==> config.mk <==
export PLATFORM = sky130hd
export DESIGN_NAME = lcd_cmd_seq
export DESIGN_NICKNAME = d
export VERILOG_FILES = /design/src/rtl/lcd_cmd_seq.sv
export SDC_FILE = /design/constraint.sdc
export NUM_CORES = 1
export LEC_CHECK = 0
export CAP_MARGIN = 20
export CORE_MARGIN = 2
export CORE_UTILIZATION = 45
export DETAILED_ROUTE_END_ITERATION = 6
export HOLD_SLACK_MARGIN = 0.15
export PLACE_DENSITY = 0.69
export RECOVER_POWER = 25
export REMOVE_ABC_BUFFERS = 1
export SETUP_SLACK_MARGIN = 0.3
export SLEW_MARGIN = 20
export SYNTH_ARGS = -nofsm -noshare
export SYNTH_HDL_FRONTEND = slang
export SYNTH_SLANG_ARGS = --single-unit
==> constraint.sdc <==
create_clock -name clk -period 3.6 [get_ports clk]
set_clock_uncertainty 0.15 [all_clocks]
set_input_delay 0.54 -clock clk [delete_from_list [all_inputs] [get_ports clk]]
set_output_delay 0.54 -clock clk [all_outputs]
set_load 0.02 [all_outputs]
==> src/rtl/lcd_cmd_seq.sv <==
// LCD command sequencer: walks a command-script ROM, strobes commands to the
// controller and captures 64 write-back bytes with a running checksum.
// Optional build macro LCD_SEQ_TIMEOUT_EN adds an 8-bit stall watchdog.
module lcd_cmd_seq (
  input  logic        clk,
  input  logic        reset,
  input  logic        start,
  input  logic        busy,
  input  logic        done_lcd,
  output logic [2:0]  cmd,
  output logic        cmd_valid,
  output logic [4:0]  CROM_A,
  input  logic [2:0]  CROM_Q,
  input  logic        IRB_RW,
  input  logic [5:0]  IRB_A,
  input  logic [7:0]  IRB_D,
  input  logic [5:0]  rd_a,
  output logic [7:0]  rd_q,
  output logic [15:0] checksum,
  output logic        seq_done,
  output logic        err
);

  typedef enum logic [2:0] {
    IDLE  = 3'd0,
    WAITB = 3'd1,
    ISSUE = 3'd2,
    GAP   = 3'd3,
    CAPT  = 3'd4,
    FIN   = 3'd5
  } state_t;

  state_t      state_r, state_s;
  logic [2:0]  cmd_r, cmd_s;
  logic        cmd_valid_r, cmd_valid_s;
  logic [4:0]  crom_a_r, crom_a_s;
  logic [15:0] checksum_r, checksum_s;
  logic        seq_done_r, seq_done_s;
  logic        err_r, err_s;
  logic [6:0]  wcnt_r, wcnt_s;
  // Set once entry 31 has been issued non-zero; the next issue is a forced write-back.
  logic        ovf_r, ovf_s;
  logic        wr_en_s;
  logic [7:0]  buf_r [0:63];

`ifdef LCD_SEQ_TIMEOUT_EN
  logic [7:0]  wd_r, wd_s;
  logic        wd_tick_s;

  assign wd_tick_s = ((state_r == WAITB) && busy) || ((state_r == CAPT) && IRB_RW);
`endif

  // Next-state and next-value logic for every registered result.
  always_comb begin
    state_s     = state_r;
    cmd_s       = cmd_r;
    cmd_valid_s = 1'b0;
    crom_a_s    = crom_a_r;
    checksum_s  = checksum_r;
    seq_done_s  = seq_done_r;
    err_s       = err_r;
    wcnt_s      = wcnt_r;
    ovf_s       = ovf_r;
    wr_en_s     = 1'b0;
`ifdef LCD_SEQ_TIMEOUT_EN
    wd_s        = wd_r;
`endif
    case (state_r)
      IDLE, FIN: begin
        if (start) begin
          crom_a_s   = 5'd0;
          checksum_s = 16'd0;
          wcnt_s     = 7'd0;
          err_s      = 1'b0;
          ovf_s      = 1'b0;
          seq_done_s = 1'b0;
          state_s    = WAITB;
        end else begin
          state_s    = state_r;
        end
      end
      WAITB: begin
        if (!busy) begin
          state_s     = ISSUE;
          cmd_valid_s = 1'b1;
          if (ovf_r) begin
            cmd_s = 3'd0;
            err_s = 1'b1;
          end else begin
            cmd_s = CROM_Q;
          end
        end else begin
          state_s = WAITB;
        end
      end
      ISSUE: begin
        if (cmd_r != 3'd0) begin
          state_s = GAP;
          if (crom_a_r == 5'd31) begin
            ovf_s = 1'b1;
          end else begin
            crom_a_s = crom_a_r + 5'd1;
          end
        end else begin
          state_s = CAPT;
        end
      end
      GAP: begin
        state_s = WAITB;
      end
      CAPT: begin
        if (!IRB_RW) begin
          wr_en_s    = 1'b1;
          checksum_s = checksum_r + {8'd0, IRB_D};
          wcnt_s     = wcnt_r + 7'd1;
        end else begin
          wr_en_s    = 1'b0;
        end
        // A write on the same edge as done_lcd is already folded in above.
        if (wcnt_s == 7'd64) begin
          state_s    = FIN;
          seq_done_s = 1'b1;
        end else if (done_lcd) begin
          state_s    = FIN;
          seq_done_s = 1'b1;
          err_s      = 1'b1;
        end else begin
          state_s    = CAPT;
        end
      end
      default: begin
        state_s = IDLE;
      end
    endcase
`ifdef LCD_SEQ_TIMEOUT_EN
    if (state_s != state_r) begin
      wd_s = 8'd0;
    end else if (wd_tick_s) begin
      if (wd_r == 8'd254) begin
        wd_s       = 8'd0;
        err_s      = 1'b1;
        seq_done_s = 1'b1;
        state_s    = FIN;
      end else begin
        wd_s       = wd_r + 8'd1;
      end
    end else begin
      wd_s = 8'd0;
    end
`endif
  end

  // State and result registers.
  always_ff @(posedge clk or negedge reset) begin
    if (!reset) begin
      state_r     <= IDLE;
      cmd_r       <= 3'd0;
      cmd_valid_r <= 1'b0;
      crom_a_r    <= 5'd0;
      checksum_r  <= 16'd0;
      seq_done_r  <= 1'b0;
      err_r       <= 1'b0;
      wcnt_r      <= 7'd0;
      ovf_r       <= 1'b0;
    end else begin
      state_r     <= state_s;
      cmd_r       <= cmd_s;
      cmd_valid_r <= cmd_valid_s;
      crom_a_r    <= crom_a_s;
      checksum_r  <= checksum_s;
      seq_done_r  <= seq_done_s;
      err_r       <= err_s;
      wcnt_r      <= wcnt_s;
      ovf_r       <= ovf_s;
    end
  end

`ifdef LCD_SEQ_TIMEOUT_EN
  // Watchdog counter.
  always_ff @(posedge clk or negedge reset) begin
    if (!reset) begin
      wd_r <= 8'd0;
    end else begin
      wd_r <= wd_s;
    end
  end
`endif

  // Capture buffer; contents are deliberately not reset.
  always_ff @(posedge clk) begin
    if (wr_en_s) begin
      buf_r[IRB_A] <= IRB_D;
    end
  end

  assign rd_q      = buf_r[rd_a];
  assign cmd       = cmd_r;
  assign cmd_valid = cmd_valid_r;
  assign CROM_A    = crom_a_r;
  assign checksum  = checksum_r;
  assign seq_done  = seq_done_r;
  assign err       = err_r;

endmodule

After elaboration in Yosys (flattened, before gate mapping)
Memories as Yosys holds them, arrays and structs flattened.
Cells that the tools add are included.
- memories kept: 1
- register bits: 38
- latch bits: 0
- bits of input ports: 29
- output and inout bits: 35
- bits in read-only memories: 0
- RAM bits: 512
- multiplexer cells: 35
- shift-type cells: 0
- $add $sub $neg: 3
- div/mod/pow operators: 0
- equality and inequality tests: 17
- reduce and logical (&&, ||, !) cells: 13
- multipliers: 0
- magnitude comparators: 0
- bitwise gates (word level): 1
- memory list (memory ; words ; bits a word ; rd ports ; clocked after Yosys merged registers in ; write ports ; RTL line ; RTL):
    buf_r ; 64 ; 8 ; 1 ; 0 ; 1 ; 44 ; logic [7:0] buf_r [0:63];
- operator list (kind ; count):
    $mux W16 ; 2
    $pmux W16 S2 ; 1
    $mux W7 ; 3
    $ne A2 B2 Y1 const B ; 9
    $add A16 B8 Y16 ; 1
    $mux W1 ; 16
    $mux W5 ; 3
    $pmux W3 S5 ; 1
    $pmux W7 S2 ; 1
    $pmux W5 S2 ; 1
    $mux W3 ; 3
    $reduce_and A4 Y1 ; 2
    $add A7 B1 Y7 const B ; 1
    $eq A7 B7 Y1 const B ; 1
    $eq A3 B2 Y1 const B ; 2
    $eq A3 B3 Y1 const B ; 2
    $reduce_and A3 Y1 ; 2
    $reduce_and A6 Y1 ; 1
    $reduce_bool A3 Y1 ; 2
    $add A5 B1 Y5 const B ; 1
    $eq A5 B5 Y1 const B ; 1
    $pmux W1 S2 ; 2
    $reduce_and A2 Y1 ; 2
    $reduce_bool A2 Y1 ; 2
    7 further kinds ; 7

Longest topological paths before layout
- depth in word-level cells: 6
- gate-level depth with buffers: 9
- gate-level depth less buffers: 7

Worst setup path before layout
OpenSTA, ideal clock, no wires.
- path kind: input to output
- start: input rd_a[0]
- end: output rd_q[0]
- required time: 2.910 ns
- path buffers: 2
- slack: 0.799 ns
- stages on the path: 6
- data arrival time: 2.111 ns
- cell sequence: buf_2 > buf_4 > mux4_2 > a22oi_1 > nand2_1 > a221o_1
- cells in the longest elaborated chain, start to end: 1
- RTL lines (element ; RTL line ; RTL):
    from (decl) ; 17 ; input logic [5:0] rd_a,
    $mem_v2 Z64 W8 ; -- ;
    to (decl) ; 18 ; output logic [7:0] rd_q,
Every way passes these cells.

Final worst setup path
- start: memory buf_r[31][3]
- end: output rd_q[3]
- cells in the longest elaborated chain, start to end: 1
- RTL lines (element ; RTL line):
    from (decl) ; 44
    $mem_v2 Z64 W8 ; --
Every way passes these cells.

==> results_dict.tcl <==
set metrics [dict create \
    critPathArrivalTime_ns 2.63 \
    place_hpwl_um 33650 \
    yosysSeqAreaShare_pct 73.58 \
    yosysWarningCount 0 \
    fin_nets 1427 \
    stdcell_count 2092 \
    reg2reg_slack_ns 0.70 \
    firstDrtPassIters 5 \
    endpoint_kind "primary output" \
    hold_viol 0 \
    drive_above_1_share_pct 30.22 \
    holdCritPathClass "input port to flop" \
    fmax_mhz 301.2 \
    gp_congestion 0.9149 \
    fillers 3775 \
    drc 0 \
    yosysTopAreaCell "edfxtp_1" \
    placementRows 81 \
    grt_antenna_before_repair 5 \
    synth_seq_cells 550 \
    place_area_um2 24590 \
    grt_overflow 0 \
    final_util_pct 54.43 \
    wirelength_um 52830 \
    postRouteAntennaNets 0 \
    vias 12190 \
    cpMaxStageDelayCell "mux4_2" \
    numCtsBuffers 54 \
    yosys-top-cells-area "edfxtp_1 (69%), mux4_2 (12%), dfrtp_1 (4.3%)" \
    path_cells "mux4_2 -> mux4_2 -> o32ai_4 -> a2111oi_4 -> buf_4 -> buf_6" \
    max-cap-violations 3 \
    critical_path_class "flop to primary output" \
    cpMostUsedCell "mux4_2" \
    start_kind "flop" \
    design.core.area_um2 48850 \
    grt_use_total_pct 21.23 \
    start_util_pct 45.42 \
    async_reset_ff_share_pct 6.909 \
    drv_slew 209 \
    mostFrequentLayoutCell "edfxtp_1" \
    die_x_um 226.1 \
    wire_per_inst_um 25.25 \
    port_buffers 63 \
    synth_ff_type "edfxtp_1" \
    vias_per_cell 5.829 \
    cts_max_path_buffers 3 \
    avgSynthCellArea_um2 19.26 \
    violations "capacitance limit, slew limit" \
    finalCriticalPeriod_ns 3.320 \
    yosysUniqueCellTypes 63 \
    cts_sinks 550 \
    path_clk_slew_ns 0.06 \
    syn_area_um2 22190 \
    grt_pass1_vias 12250 \
    grt_pass1_wl_um 79340 \
    worst-path-max-fanout 1 \
    cts_tree "built" \
    cp_top_family "multiplexers" \
    area_growth_pct 19.82 \
    setup_violations 0 \
    total_power_mw 14.21 \
    critPathMaxStageDelay_ns 0.53 \
    io_pins 64 \
    critPathBufInv 2 \
    relSlewSlack_pct -103.3 \
    layout_common_cells "edfxtp_1 (512), buf_4 (148), mux4_2 (123)" \
    ir_worst_vdd_v 0.0004636 \
    stdcell_area_um2 26590 \
    rsz0062_at_grt "yes" \
    grt_max_degree 65 \
    die_area_um2 51100 \
    worstSkewPairLatency_ns 0.59 \
    htreeDepth 2 \
    power_density_nw_per_um2 534.3 \
    p_leak_nw 8.827 \
    syn_inst 1152 \
    dp_cells 1985 \
    first_iter_violations 1410 \
    tightest_slew_ns 3.050 \
    die_h_um 226.1 \
    period_share_pct 92.21 \
    synth_edf_count 512 \
    root_buffer "clkbuf_16" \
    crit_required_ns 2.91 \
    status "complete, but fails checks" \
    synth_top_area_share_pct 69.29 \
]
repair_timing:
action                                 in CTS  in global routing
endpoints found under the hold margin      43                  0
resized for setup                          68                 16
hold buffers                                3                  0
setup endpoints to repair                   8                  7
gates cloned                                3                  0
buffers inserted                            3                  0
pin swaps                                   3                  2
power breakdown:
part           leakage, nW  internal (mW)  switching [mW]
Clock                0.816           3.12            2.30
Combinational         2.89          0.682           0.903
Sequential            5.12           7.09           0.111
final cells by class:
| type | instances | area [um^2] | share of cell area [%] |
|---|---|---|---|
| sequential | 550 | 16330 | 61.41 |
| multi-input combinational | 530 | 5602 | 21.07 |
| timing repair buffer | 238 | 2100 | 7.897 |
| clock buffer | 70 | 1411 | 5.308 |
| tap | 664 | 830.8 | 3.125 |
| clock inverter | 26 | 267.8 | 1.007 |
| inverter | 12 | 45.04 | 0.1694 |
| antenna | 2 | 5.005 | 0.01882 |
cells by family (layout without fill, tap and decap cells):
family                   after synthesis  after routing  share of synthesized area, %
XOR/XNOR                               9              9                        0.3552
other                                  0              2                             0
adder cells (fa/ha/maj)               12             12                        0.7105
flip-flops                           550            550                         73.58
buffers and inverters                 72            346                         2.058
AO/OA/AOI/OAI                        164            164                         5.402
AND/OR/NAND/NOR                      211            211                         4.551
multiplexers                         134            134                         13.35
path summary, 6_finish.rpt:
kind,startpoint,to,cells past startpoint
setup / recovery,buf_r[31][3],rd_q[3],6
hold / removal,CROM_Q[1],cmd[1],3
setup reg to reg,state_r[1],buf_r[33][0],6
hold reg to reg,cmd[1],cmd[1],2
max in group asynchronous,reset,checksum[1],2
min in group asynchronous,reset,cmd_valid,2
sequential cells by signal, indices dropped and copies added (netlist names):
| signal | cells |
|---|---|
| buf_r | 512 |
| checksum | 16 |
| wcnt_r | 7 |
| CROM_A | 5 |
| cmd | 3 |
| state_r | 3 |
| cmd_valid | 1 |
| err | 1 |
| ovf_r | 1 |
| seq_done | 1 |
stage by stage:
step | setup TNS (ns) | setup WS (ns) | hold slack [ns]
3_5_place_dp | -1.225 | -0.2123 | 0.3588
2_1_floorplan | 0 | 0.7458 | 0.09441
6_report | 0 | 0.2803 | 0.3580
4_1_cts | 0 | 0.2147 | 0.3295
5_1_grt | 0 | 0.2063 | 0.3692
3_3_place_gp | -1.218 | -0.2331 | 0.3474
synth_stat cells (4+ instances only):
| cell | count |
|---|---|
| o32ai_1 | 4 |
| o22a_1 | 6 |
| mux4_1 | 7 |
| a2111oi_2 | 9 |
| edfxtp_1 | 512 |
| nand4_1 | 6 |
| nor2b_1 | 6 |
| buf_1 | 7 |
| xor2_1 | 5 |
| o21ai_0 | 32 |
| buf_2 | 8 |
| dfrtp_1 | 38 |
| or3_1 | 8 |
| a22o_1 | 20 |
| nor2_1 | 97 |
| xnor2_1 | 4 |
| a22oi_1 | 21 |
| mux4_2 | 120 |
| ha_1 | 11 |
| nand2b_1 | 8 |
| nand3_1 | 18 |
| clkbuf_1 | 19 |
| nand2_1 | 33 |
| mux2_2 | 4 |
| or3b_2 | 6 |
| o21ai_1 | 7 |
| nand3b_1 | 5 |
| a21oi_1 | 25 |
| nor4_1 | 4 |
| o22ai_1 | 15 |
| buf_6 | 11 |
| nor3_1 | 6 |
| inv_1 | 12 |
| buf_4 | 12 |
| a31oi_1 | 4 |
worst register-to-register path, delay by kind of cell (launching register included):
kind / cells / cell delay, ns
buf+inv: 2 / 0.46
flops: 1 / 0.52
simple gates: 4 / 1.48
per-layer routing:
metal	track usage, %	part of all wire (%)	vias up
met3	4.111	8.3	124
li1	-	-	5223
met1	29.49	41	6284
met4	7.746	3.6	2
met5	0	0.025	-
met2	33.69	48	561
(Power assumes the default switching activity.)
